### config.mk
export PLATFORM = sky130hd
export DESIGN_NAME = run_ctrl
export DESIGN_NICKNAME = d
export VERILOG_FILES = /design/src/rtl/run_ctrl.sv
export SDC_FILE = /design/constraint.sdc
export NUM_CORES = 1
export LEC_CHECK = 0
export BUFFER_PORTS_ARGS = -buffer_cell sky130_fd_sc_hd__buf_2
export CAP_MARGIN = 20
export CORE_MARGIN = 4
export CORE_UTILIZATION = 45
export CTS_BUF_LIST = sky130_fd_sc_hd__clkbuf_8 sky130_fd_sc_hd__clkbuf_16
export CTS_CLUSTER_SIZE = 12
export DETAILED_ROUTE_END_ITERATION = 7
export PLACE_DENSITY = 0.75
export SLEW_MARGIN = 30
export SYNTH_ARGS = -nofsm -noshare
export SYNTH_HDL_FRONTEND = slang
export SYNTH_SLANG_ARGS = --single-unit
### constraint.sdc
create_clock -name clk -period 1.9 [get_ports clk]
set_input_delay 0.38 -clock clk [delete_from_list [all_inputs] [get_ports clk]]
set_output_delay 0.38 -clock clk [all_outputs]
set_load 0.01 [all_outputs]
### src/rtl/run_ctrl.sv
// rtl/run_ctrl.sv - ROE core run sequencer: program counter, req/ack handshake, commit strobe
module run_ctrl #(
  parameter int PC_W  = 10,
  parameter int CNT_W = 16
) (
  input  logic             clk,
  input  logic             reset,
  input  logic             req,
  output logic             ack,
  input  logic             halt,
  input  logic             is_load,
  input  logic             branch_en,
  input  logic [PC_W-1:0]  branch_target,
  output logic [PC_W-1:0]  pc,
  output logic             commit,
  output logic             running,
  output logic [CNT_W-1:0] cycle_cnt
);

  typedef enum logic [1:0] {
    S_IDLE   = 2'd0,
    S_RUN    = 2'd1,
    S_LDWAIT = 2'd2,
    S_DONE   = 2'd3
  } state_t;

  localparam logic [CNT_W-1:0] CNT_MAX = '1;
  localparam logic [PC_W-1:0]  PC_ONE  = PC_W'(1);

  state_t            r_state;
  state_t            w_next;
  logic [PC_W-1:0]   r_pc;
  logic [PC_W-1:0]   w_pc_next;
  logic [PC_W-1:0]   w_pc_inc;
  logic              r_ack;
  logic              w_ack_next;
  logic              r_running;
  logic [CNT_W-1:0]  r_cnt;
  logic              w_cnt_clr;
  logic              w_cnt_inc;
  logic              w_commit;

  // Wraps naturally at 2^PC_W because the sum is truncated to PC_W bits.
  assign w_pc_inc = r_pc + PC_ONE;

  // Next-state, next-PC and commit decode; halt outranks load, load outranks branch.
  always_comb begin
    w_next     = r_state;
    w_pc_next  = r_pc;
    w_ack_next = r_ack;
    w_commit   = 1'b0;
    w_cnt_clr  = 1'b0;
    w_cnt_inc  = 1'b0;
    case (r_state)
      S_IDLE: begin
        if (req) begin
          w_next     = S_RUN;
          w_ack_next = 1'b0;
          w_cnt_clr  = 1'b1;
        end
      end
      S_RUN: begin
        w_cnt_inc = 1'b1;
        if (halt) begin
          w_pc_next  = w_pc_inc;
          w_next     = S_DONE;
          w_ack_next = 1'b1;
        end else if (is_load) begin
          w_next = S_LDWAIT;
        end else begin
          w_commit  = 1'b1;
          w_pc_next = branch_en ? branch_target : w_pc_inc;
        end
      end
      S_LDWAIT: begin
        w_cnt_inc = 1'b1;
        w_commit  = 1'b1;
        w_pc_next = w_pc_inc;
        w_next    = S_RUN;
      end
      S_DONE: begin
        w_ack_next = 1'b1;
        if (!req) begin
          w_next = S_IDLE;
        end
      end
      default: begin
        w_next = S_IDLE;
      end
    endcase
  end

  // State register.
  always_ff @(posedge clk) begin
    if (reset) begin
      r_state <= S_IDLE;
    end else begin
      r_state <= w_next;
    end
  end

  // PC, ack, running flag and saturating run-cycle counter.
  always_ff @(posedge clk) begin
    if (reset) begin
      r_pc      <= '0;
      r_ack     <= 1'b0;
      r_running <= 1'b0;
      r_cnt     <= '0;
    end else begin
      r_pc      <= w_pc_next;
      r_ack     <= w_ack_next;
      r_running <= (w_next == S_RUN) || (w_next == S_LDWAIT);
      if (w_cnt_clr) begin
        r_cnt <= '0;
      end else if (w_cnt_inc && (r_cnt != CNT_MAX)) begin
        r_cnt <= r_cnt + CNT_W'(1);
      end
    end
  end

  // A reset cycle never commits, so an abandoned load leaves the RF untouched.
  assign commit    = w_commit & ~reset;
  assign pc        = r_pc;
  assign ack       = r_ack;
  assign running   = r_running;
  assign cycle_cnt = r_cnt;

endmodule

# Yosys cells after proc, flatten, opt, wreduce, memory -nomap -nowiden
# Index checks and enable logic that the tools add are counted.
totals:
  inputBits: 16
  output_inout_bits: 29
  regBits: 30
  elab_cells: 45
op_classes:
  muxes: 18
  n_eq_ne: 9
  n_reduce_logical: 9
  n_bitwise: 2
  addsub: 2
ops:
  columns: ["op", "count"]
  rows:
  - ["$mux 10", 3]
  - ["$pmux 10 s2", 1]
  - ["$add 16x1->16 const B", 1]
  - ["$ne 16x16->1 const B", 1]
  - ["$add 10x1->10 const B", 1]
  - ["$mux 2", 4]
  - ["$pmux 2 s4", 1]
  - ["$mux 1", 7]
  - ["$eq 2x2->1 const B", 3]
  - ["$eq 2x1->1 const B", 2]
  - ["$ne 2x2->1 const B", 2]
  - ["$reduce_or 2->1", 2]
  - ["$ne 3x3->1 const B", 1]
  - ["$pmux 1 s3", 1]
  - ["$reduce_and 3->1", 1]
  - ["$reduce_bool 3->1", 1]
  - ["$logic_not 2->1", 1]
  - ["$pmux 1 s2", 1]
  - ["$reduce_and 2->1", 1]
  - ["$reduce_bool 2->1", 1]
  - ["$and 1x1->1", 1]
  - ["$logic_and 1x1->1", 1]
  - ["$logic_or 1x1->1", 1]
  - ["$not 1->1", 1]

# Longest topological paths before layout
# Gate-level depths: netlist of the first run.
logic_depth:
  depth_word: 5
  mapped_depth: 9
  depth_no_buf: 7

# Worst setup path after synthesis of the first run
# No wires, ideal clock.
synth_path:
  path_kind: "flip-flop to flip-flop"
  start: "register r_state[0]"
  end: "register r_pc[5] (netlist: pc[5])"
  period_less_slack_ns: 1.769
  n_path_buf: 1
  setup_ns: 0.128
  slack_ns: 0.131
  arrival_time_ns: 1.642
  stages_incl_launch_ff: 8
  required_ns: 1.772
  path_cell_list: "dfxtp_1 inv_1 ha_1 nor3b_2 buf_2 o21ai_0 a22oi_1 nor2_1"
synth_via:
  elab_chain_len: 3
  word_cells_on_any_way: 6
  classes_between: "eq/ne: 3; mux: 1; reduce/logical: 2"
synth_rtl:
  columns: ["item", "line_no", "text"]
  rows:
  - ["from (decl)", "30", "state_t r_state;"]
  - ["from (signal assigned)", "98", "r_state <= w_next;"]
  - ["$eq 2x1->1 or $eq 2x2->1 (tied branches)", "54", "case (r_state)"]
  - ["$ne 3x3->1 (no source line) or $reduce_bool 2->1 (tied branches)", null, null]
  - ["$reduce_and 2->1 (no source line)", null, null]
  - ["to (signal assigned)", "110", "r_pc <= w_pc_next;"]
  - ["to (decl)", "32", "logic [PC_W-1:0] r_pc;"]
# Parallel ways exist; a longest one is shown, timed or not.
# A chain may end at the register's enable or synchronous reset.

# Worst setup path in the final report of the first run
layout_path:
  start: "register r_state[1]"
  end: "output commit"
layout_via:
  elab_chain_len: 3
  word_cells_on_any_way: 4
  classes_between: "eq/ne: 2; mux: 1; bitwise: 1"
layout_rtl:
  columns: ["item", "line_no", "text"]
  rows:
  - ["$eq 2x2->1 or $eq 2x1->1 (tied branches)", "54", null]
  - ["$pmux 1 s2 (*)", "54", null]
  - ["$and 1x1->1 (*)", "122", "assign commit = w_commit & ~reset;"]
  - ["to (decl)", "15", "output logic commit,"]
# Mark *: on every way between the ends. The rest lies on a longest branch, timed or not.

==> results of run 1 <==
==> flip-flops by register name, summed over array words and instances, names as in the netlist <==
signal	cells
ack	1
running	1
r_state	2
cycle_cnt	16
pc	10
==> critical path: stages (launching register included) <==
cell and delay (ns):
dfxtp_1 0.34, inv_2 0.13, ha_4 0.18, nor2b_4 0.15, a21oi_1 0.07, nor3b_1 0.16, buf_2 0.16
==> worst max path at each step <==
stage	startpoint	slack, ns	endpoint	cells past startpoint
final	r_state[1]	0.06	commit	6
after global routing	cycle_cnt[1]	0.0002	cycle_cnt[6]	6
after CTS	r_state[1]	0.003	commit	6
after detailed placement	r_state[1]	0.1	commit	6
after global placement	r_state[1]	0.09	commit	6
after floorplan	r_state[0]	0.13	pc[5]	7
==> kinds of logic (layout without fill, tap and decap cells) <==
group                      Yosys count  after routing
xor gates and xnor gates            12             12
and+or+nand+nor                     94             94
AOI/OAI and AO/OA                   53             53
adders and majority gates            7              7
buffers and inverters               11             64
DFF                                 30             30
==> power groups by stage <==
stage                     sequential (µW)  clock, µW  combinational [µW]
after global placement                821          0                1160
after detailed placement              824          0                1170
after floorplan                       857          0                 822
after CTS                             818        527                1240
after global routing                  838        547                1480
final                                 822        506                1300
==> layer usage <==
layer  vias up  part of all wire  global-route usage
met5         -                 0                   0
met4         0             0.015              0.0672
met3         6             0.052              0.0420
met2        47              0.46               0.271
met1       757              0.48               0.230
li1        857                 -                   -
==> layout make-up <==
class	count	share of cell area
clock buffers	6	0.0382
multi-input cells	166	0.508
repair buffers	53	0.139
inverters	5	0.00869
flip-flops and latches	30	0.279
well taps	48	0.0278
==> cell usage in the layout (no fill, tap or decap), types with 2 or more instances in the layout <==
master	synthesis	final
a21oi_1	15	15
nand4_1	5	5
buf_4	0	8
nor2_1	32	32
dfxtp_1	30	29
a32o_1	2	2
nor2b_1	3	2
or3_1	3	3
buf_2	4	44
and3_1	3	3
a22o_1	2	2
nor4_1	3	3
inv_1	5	4
a211oi_1	2	2
a31oi_1	2	2
nand2_1	16	16
a22oi_1	2	2
and4_1	3	3
ha_4	0	2
clkbuf_8	0	6
nor3_1	3	3
xnor2_1	7	7
xor2_1	5	5
nand3_1	12	12
o21ai_0	17	17
ha_1	7	4
==> per-stage QoR <==
stage          worst slack [ns]  std cells  total power (µW)
2_1_floorplan             0.131        207              1680
3_3_place_gp             0.0868        299              1990
3_5_place_dp             0.0990        299              2000
4_1_cts                 0.00321        305              2590
5_1_grt                0.000195        308              2860
6_report                 0.0615        308              2630
==> repair_timing <==
| item | 4_1_cts | 5_1_grt |
|---|---|---|
| gates cloned | 0 | 0 |
| hold buffers | 0 | 0 |
| setup buffers | 0 | 3 |
| pin swaps | 0 | 2 |
| resized for setup | 6 | 4 |
| endpoints found under the setup margin | 1 | 10 |
==> impl_metrics.env, run 1 <==
export IMPL_finalCriticalPeriod_ns=1.84
export IMPL_yosys_cell_count_top_type="nor2_1"
export IMPL_die_width_um=69.6
export IMPL_power_static_leakage_uw=0.000889
export IMPL_postSynthRegisterBits=30
export IMPL_skew_ns=0.00844
export IMPL_design_final_nets=284
export IMPL_synth_xor_xnor_area_share=0.0616
export IMPL_rows=22
export IMPL_r2r_worst_path_cells=6
export IMPL_gp_congestion=0.866
export IMPL_overall_routed_net_length_um=4000
export IMPL_insertion_delay_ns=0.28
export IMPL_filler_cell_count=348
export IMPL_port_buffer_count=44
export IMPL_hold_worst_slack_ns=0.397
export IMPL_relSlewSlack=0.671
export IMPL_grt_start_max_net_pins=20
export IMPL_synthDistinctLibCells=46
export IMPL_cell_type_with_the_largest_total_area_after_synthesis="dfxtp_1"
export IMPL_cell_internal_pwr_uw=1620
export IMPL_grt_first_pass_wirelength_um=7000
export IMPL_ctsRootBufferMaster="clkbuf_8"
export IMPL_synth_top_cells_by_count="32 x nor2_1, 30 x dfxtp_1, 17 x o21ai_0"
export IMPL_cts_htree_levels=2
export IMPL_start_util=0.466
export IMPL_number_of_drc_markers_in_iteration_0=144
export IMPL_clockPowerShare=0.192
export IMPL_critical_path_reg2reg_startpoint="cycle_cnt[1]"
export IMPL_synth_compound_area_frac=0.213
export IMPL_drt_pre_antenna_iters=4
export IMPL_switching_share=0.384
export IMPL_wire_per_inst_um=13.0
export IMPL_synth_seq_area_share=0.352
export IMPL_post_route_cell_area_um2=2160
export IMPL_min_delay_path_class="input pin to flop"
export IMPL_timing_setup_critical_path_class="flop to output pin"
export IMPL_yosys_area_share_simple=0.295
export IMPL_worst_setup_path_start_kind="flop"
export IMPL_worstPathMaxFanout=6
export IMPL_synth_fp_nets=230
export IMPL_timing_fmax_ghz=0.544
export IMPL_r2r_end="cycle_cnt[13]"
export IMPL_drc=0
export IMPL_synth_cell_area_um2=1710
export IMPL_min_delay_start="branch_target[0]"
export IMPL_finalHoldViolations=0
export IMPL_cts_reportedPaths_clkPinSlew_ns=0.06
export IMPL_timing_critical_path_arrival_ns=1.46
export IMPL_insertedDiodeCount=0
export IMPL_yosysWarnings=0
export IMPL_synth_adder_area_share=0.0513
export IMPL_power_share_sequential=0.312
export IMPL_worstPathRequired_ns=1.52
export IMPL_cts_root_to_sink_buffers=2
export IMPL_global_route_overflow_total=0
export IMPL_post_synth_mux_area_share=0
export IMPL_combinationalPowerShare=0.495
export IMPL_groute_usage_overall=0.174
export IMPL_fp_dieArea_um2=4840
export IMPL_worst_ir_drop_vdd_v=0.000901
export IMPL_finalSetupViolCount=0
export IMPL_leading_post_synthesis_cells_by_cell_area="dfxtp_1 35%, nor2_1 7.0%, ha_1 5.1%"
export IMPL_number_of_global_route_vias_before_repair=1550
export IMPL_max_cap_violation_count=0
export IMPL_rrSetupSlack_ns=0.13
export IMPL_tritoncts_clock_tree="built"
export IMPL_drt_antenna_violating_nets=0
export IMPL_worstMarginPinSlew_ns=0.492
export IMPL_power_density_nw_per_um2=1220
export IMPL_antenna_found_initial=0
export IMPL_placedInstanceArea_um2=2020
export IMPL_synth_edff_count=0
export IMPL_synth_avg_cell_area_um2=8.24
export IMPL_timing_final_max_slew_violations=0
export IMPL_tritoncts_num_sinks=30
export IMPL_detail_route_vias_per_cell=5.41
export IMPL_timing_critical_path_to_type="output pin"
export IMPL_post_synth_inst_count=207
export IMPL_net_switching_power_uw=1010
export IMPL_netlist_area_leader_share=0.352
export IMPL_syn2layout_area_growth_pct=26.6
export IMPL_seq_area_um2=602
export IMPL_route_vias_total=1667
export IMPL_placeableCoreArea_um2=3660
export IMPL_total_i_o_pin_count=45
export IMPL_main_combinational_cell_family_by_area_after_synthesis="simple AND/OR/NAND/NOR gates"
export IMPL_fin_crit_sh=0.968
export IMPL_die_y_um=69.6
export IMPL_multi_input_comb_area_um2=1100
export IMPL_rsz0062_at_grt="no"
export IMPL_min_delay_worst_endpoint="pc[0]"
export IMPL_tritoncts_num_buffers=5
export IMPL_drive_above_1_share=0.288
export IMPL_whs_path_depth=3
export IMPL_dpl_hpwl_um=2860
export IMPL_async_flop_share=0
export IMPL_final_core_utilization=0.590
export IMPL_fin_setup_tns_ns=0
export IMPL_synth_ff_type="dfxtp_1"
export IMPL_status="completed"
No activity file was read; power rests on OpenSTA's default activity.
==> run 2: changes to the inputs <==
Settings changed: ABC_AREA from default to 1, PLACE_DENSITY 0.75 to 0.73.
==> impl_metrics.env, run 2 <==
export IMPL_fin_setup_tns_ns=0
export IMPL_worstMarginPinSlew_ns=0.616
export IMPL_fin_crit_sh=0.942
export IMPL_drt_pre_antenna_iters=4
export IMPL_insertedDiodeCount=0
export IMPL_overall_routed_net_length_um=4380
export IMPL_timing_critical_path_to_type="output pin"
export IMPL_number_of_drc_markers_in_iteration_0=112
export IMPL_clockPowerShare=0.374
export IMPL_syn2layout_area_growth_pct=22.0
export IMPL_postSynthRegisterBits=30
export IMPL_die_width_um=72.8
export IMPL_r2r_worst_path_cells=7
export IMPL_synth_top_cells_by_count="85 x nand2_1, 34 x nor2_1, 32 x inv_1"
export IMPL_largest_register_ffs=16
export IMPL_yosys_cell_count_top_type="nand2_1"
export IMPL_leading_post_synthesis_cells_by_cell_area="dfxtp_1 32%, nand2_1 17%, nor2_1 6.7%"
export IMPL_report_power_total_uw=1790
export IMPL_r2r_end="cycle_cnt[5]"
export IMPL_worst_ir_drop_vdd_v=0.000468
export IMPL_power_static_leakage_uw=0.000973
export IMPL_cts_root_to_sink_buffers=2
export IMPL_critical_path_max_stage_delay_ns=0.38
export IMPL_synth_ff_type="dfxtp_1"
export IMPL_relSlewSlack=0.589
export IMPL_port_buffer_count=44
export IMPL_post_route_cell_area_um2=2310
export IMPL_synth_seq_area_share=0.317
export IMPL_rows=23
export IMPL_design_final_nets=360
export IMPL_timing_fmax_ghz=0.559
export IMPL_status="completed"
export IMPL_drc=0
export IMPL_power_density_nw_per_um2=774
export IMPL_timing_setup_critical_path_class="flop to output pin"
export IMPL_layout_commonest_cell="nand2_1"
export IMPL_critical_path_cell_sequence="inv_2 > ha_4 > inv_1 > nor3_2 > buf_2"
export IMPL_combinationalPowerShare=0.223
export IMPL_synth_cell_area_um2=1890
export IMPL_synth_fp_nets=312
export IMPL_cts_htree_levels=2
export IMPL_dpl_hpwl_um=3230
export IMPL_fp_dieArea_um2=5310
export IMPL_min_delay_worst_endpoint="pc[1]"
export IMPL_antenna_found_initial=0
export IMPL_max_cap_violation_count=0
export IMPL_async_flop_share=0
export IMPL_drive_above_1_share=0.231
export IMPL_tritoncts_num_sinks=30
export IMPL_grt_first_pass_wirelength_um=7450
export IMPL_global_route_overflow_total=0
export IMPL_total_i_o_pin_count=45
export IMPL_post_synth_inst_count=289
export IMPL_groute_usage_overall=0.180
export IMPL_final_core_utilization=0.573
export IMPL_hold_worst_slack_ns=0.363
export IMPL_number_of_global_route_vias_before_repair=1698
export IMPL_layout_cells_most_common_list="85 x nand2_1, 44 x buf_2, 34 x nor2_1"
export IMPL_detail_route_vias_per_cell=4.98
export IMPL_whs_path_depth=3
export IMPL_start_util=0.470
export IMPL_synthDistinctLibCells=25
export IMPL_wire_per_inst_um=11.3
export IMPL_filler_cell_count=396
export IMPL_yosysWarnings=0
export IMPL_rsz0062_at_grt="no"
export IMPL_placedInstanceArea_um2=2150
export IMPL_finalSetupViolCount=0
export IMPL_power_share_sequential=0.402
export IMPL_skew_ns=0.0139
export IMPL_tritoncts_num_buffers=5
export IMPL_synth_avg_cell_area_um2=6.55
export IMPL_insertion_delay_ns=0.29
export IMPL_placeableCoreArea_um2=4030
export IMPL_critical_path_reg2reg_startpoint="cycle_cnt[1]"
export IMPL_netlist_area_leader_share=0.317
export IMPL_route_vias_total=1929
export IMPL_timing_final_max_slew_violations=0
export IMPL_finalHoldViolations=0
export IMPL_net_switching_power_uw=545
export IMPL_die_y_um=72.8
export IMPL_cell_internal_pwr_uw=1240
export IMPL_synth_edff_count=0
export IMPL_timing_critical_path_arrival_ns=1.41
export IMPL_grt_start_max_net_pins=20
export IMPL_cell_type_with_the_largest_total_area_after_synthesis="dfxtp_1"
export IMPL_rrSetupSlack_ns=0.22
export IMPL_tritoncts_clock_tree="built"
export IMPL_switching_share=0.305
export IMPL_worst_setup_path_start_kind="flop"
export IMPL_cts_reportedPaths_clkPinSlew_ns=0.07
export IMPL_finalCriticalPeriod_ns=1.79
export IMPL_drt_antenna_violating_nets=0
export IMPL_ctsRootBufferMaster="clkbuf_8"
export IMPL_worstPathRequired_ns=1.52
export IMPL_min_delay_start="branch_target[1]"
export IMPL_critical_path_slowest_cell="dfxtp_2"
export IMPL_gp_congestion=0.884
export IMPL_min_delay_path_class="input pin to flop"
export IMPL_worstPathMaxFanout=4
==> run 2: final cells by class <==
class | instances | area [µm²] | area share
multi-input cells | 220 | 1160 | 0.502
flip-flops and latches | 30 | 603 | 0.261
repair buffers | 48 | 250 | 0.108
inverters | 32 | 120 | 0.0520
clock buffers | 6 | 82.6 | 0.0358
well taps | 50 | 62.6 | 0.0271
clock inverters | 1 | 30.0 | 0.0130
==> run 2: power by group through the flow <==
stage	Combinational, µW	Sequential, µW	Clock (µW)
after detailed placement	375	729	0
after floorplan	264	746	0
final	399	719	669
after global routing	445	725	709
after global placement	371	729	0
after CTS	388	716	690
==> run 2: worst max path at each step <==
stage | start | end | depth (start not counted)
2_1_floorplan | r_state[0] | commit | 4
4_1_cts | r_state[0] | pc[9] | 8
3_5_place_dp | r_state[1] | pc[9] | 7
5_1_grt | cycle_cnt[1] | cycle_cnt[3] | 7
3_3_place_gp | r_state[1] | pc[9] | 7
6_report | r_state[0] | commit | 5
==> run 2: through the flow <==
step                      setup WS [ns]  cells
after floorplan                   0.319    289
after global placement            0.130    380
after detailed placement         0.0334    380
after CTS                        0.0144    387
after global routing             0.0185    387
final                             0.110    387
==> run 2: routing by layer <==
metal | routed length (µm) | GRT usage
met1 | 2090 | 0.231
met2 | 1950 | 0.277
met3 | 255 | 0.0482
met4 | 80 | 0.0881
met5 | 0 | 0
==> run 2: worst max-delay path: cells and delay by family, from the launching register on <==
family / cells / cell delay [ns]
DFF: 1 / 0.38
buffers and inverters: 3 / 0.33
and+or+nand+nor: 1 / 0.13
adders and majority gates: 1 / 0.29
==> run 2: timing repair <==
action                     4_1_cts  5_1_grt
setup endpoints to repair        1        8
pin swaps                        0        1
hold buffers                     0        0
setup buffers                    0        0
gates resized for setup          4        5
==> run 2: cell families after synthesis <==
logic type | count (synthesis) | share of synthesized area
mux | 1 | 0.00529
flops | 30 | 0.317
simple gates | 147 | 0.319
compound gates | 57 | 0.185
fa+ha+maj | 7 | 0.0463
buf+inv | 39 | 0.0899
xor+xnor | 8 | 0.0370
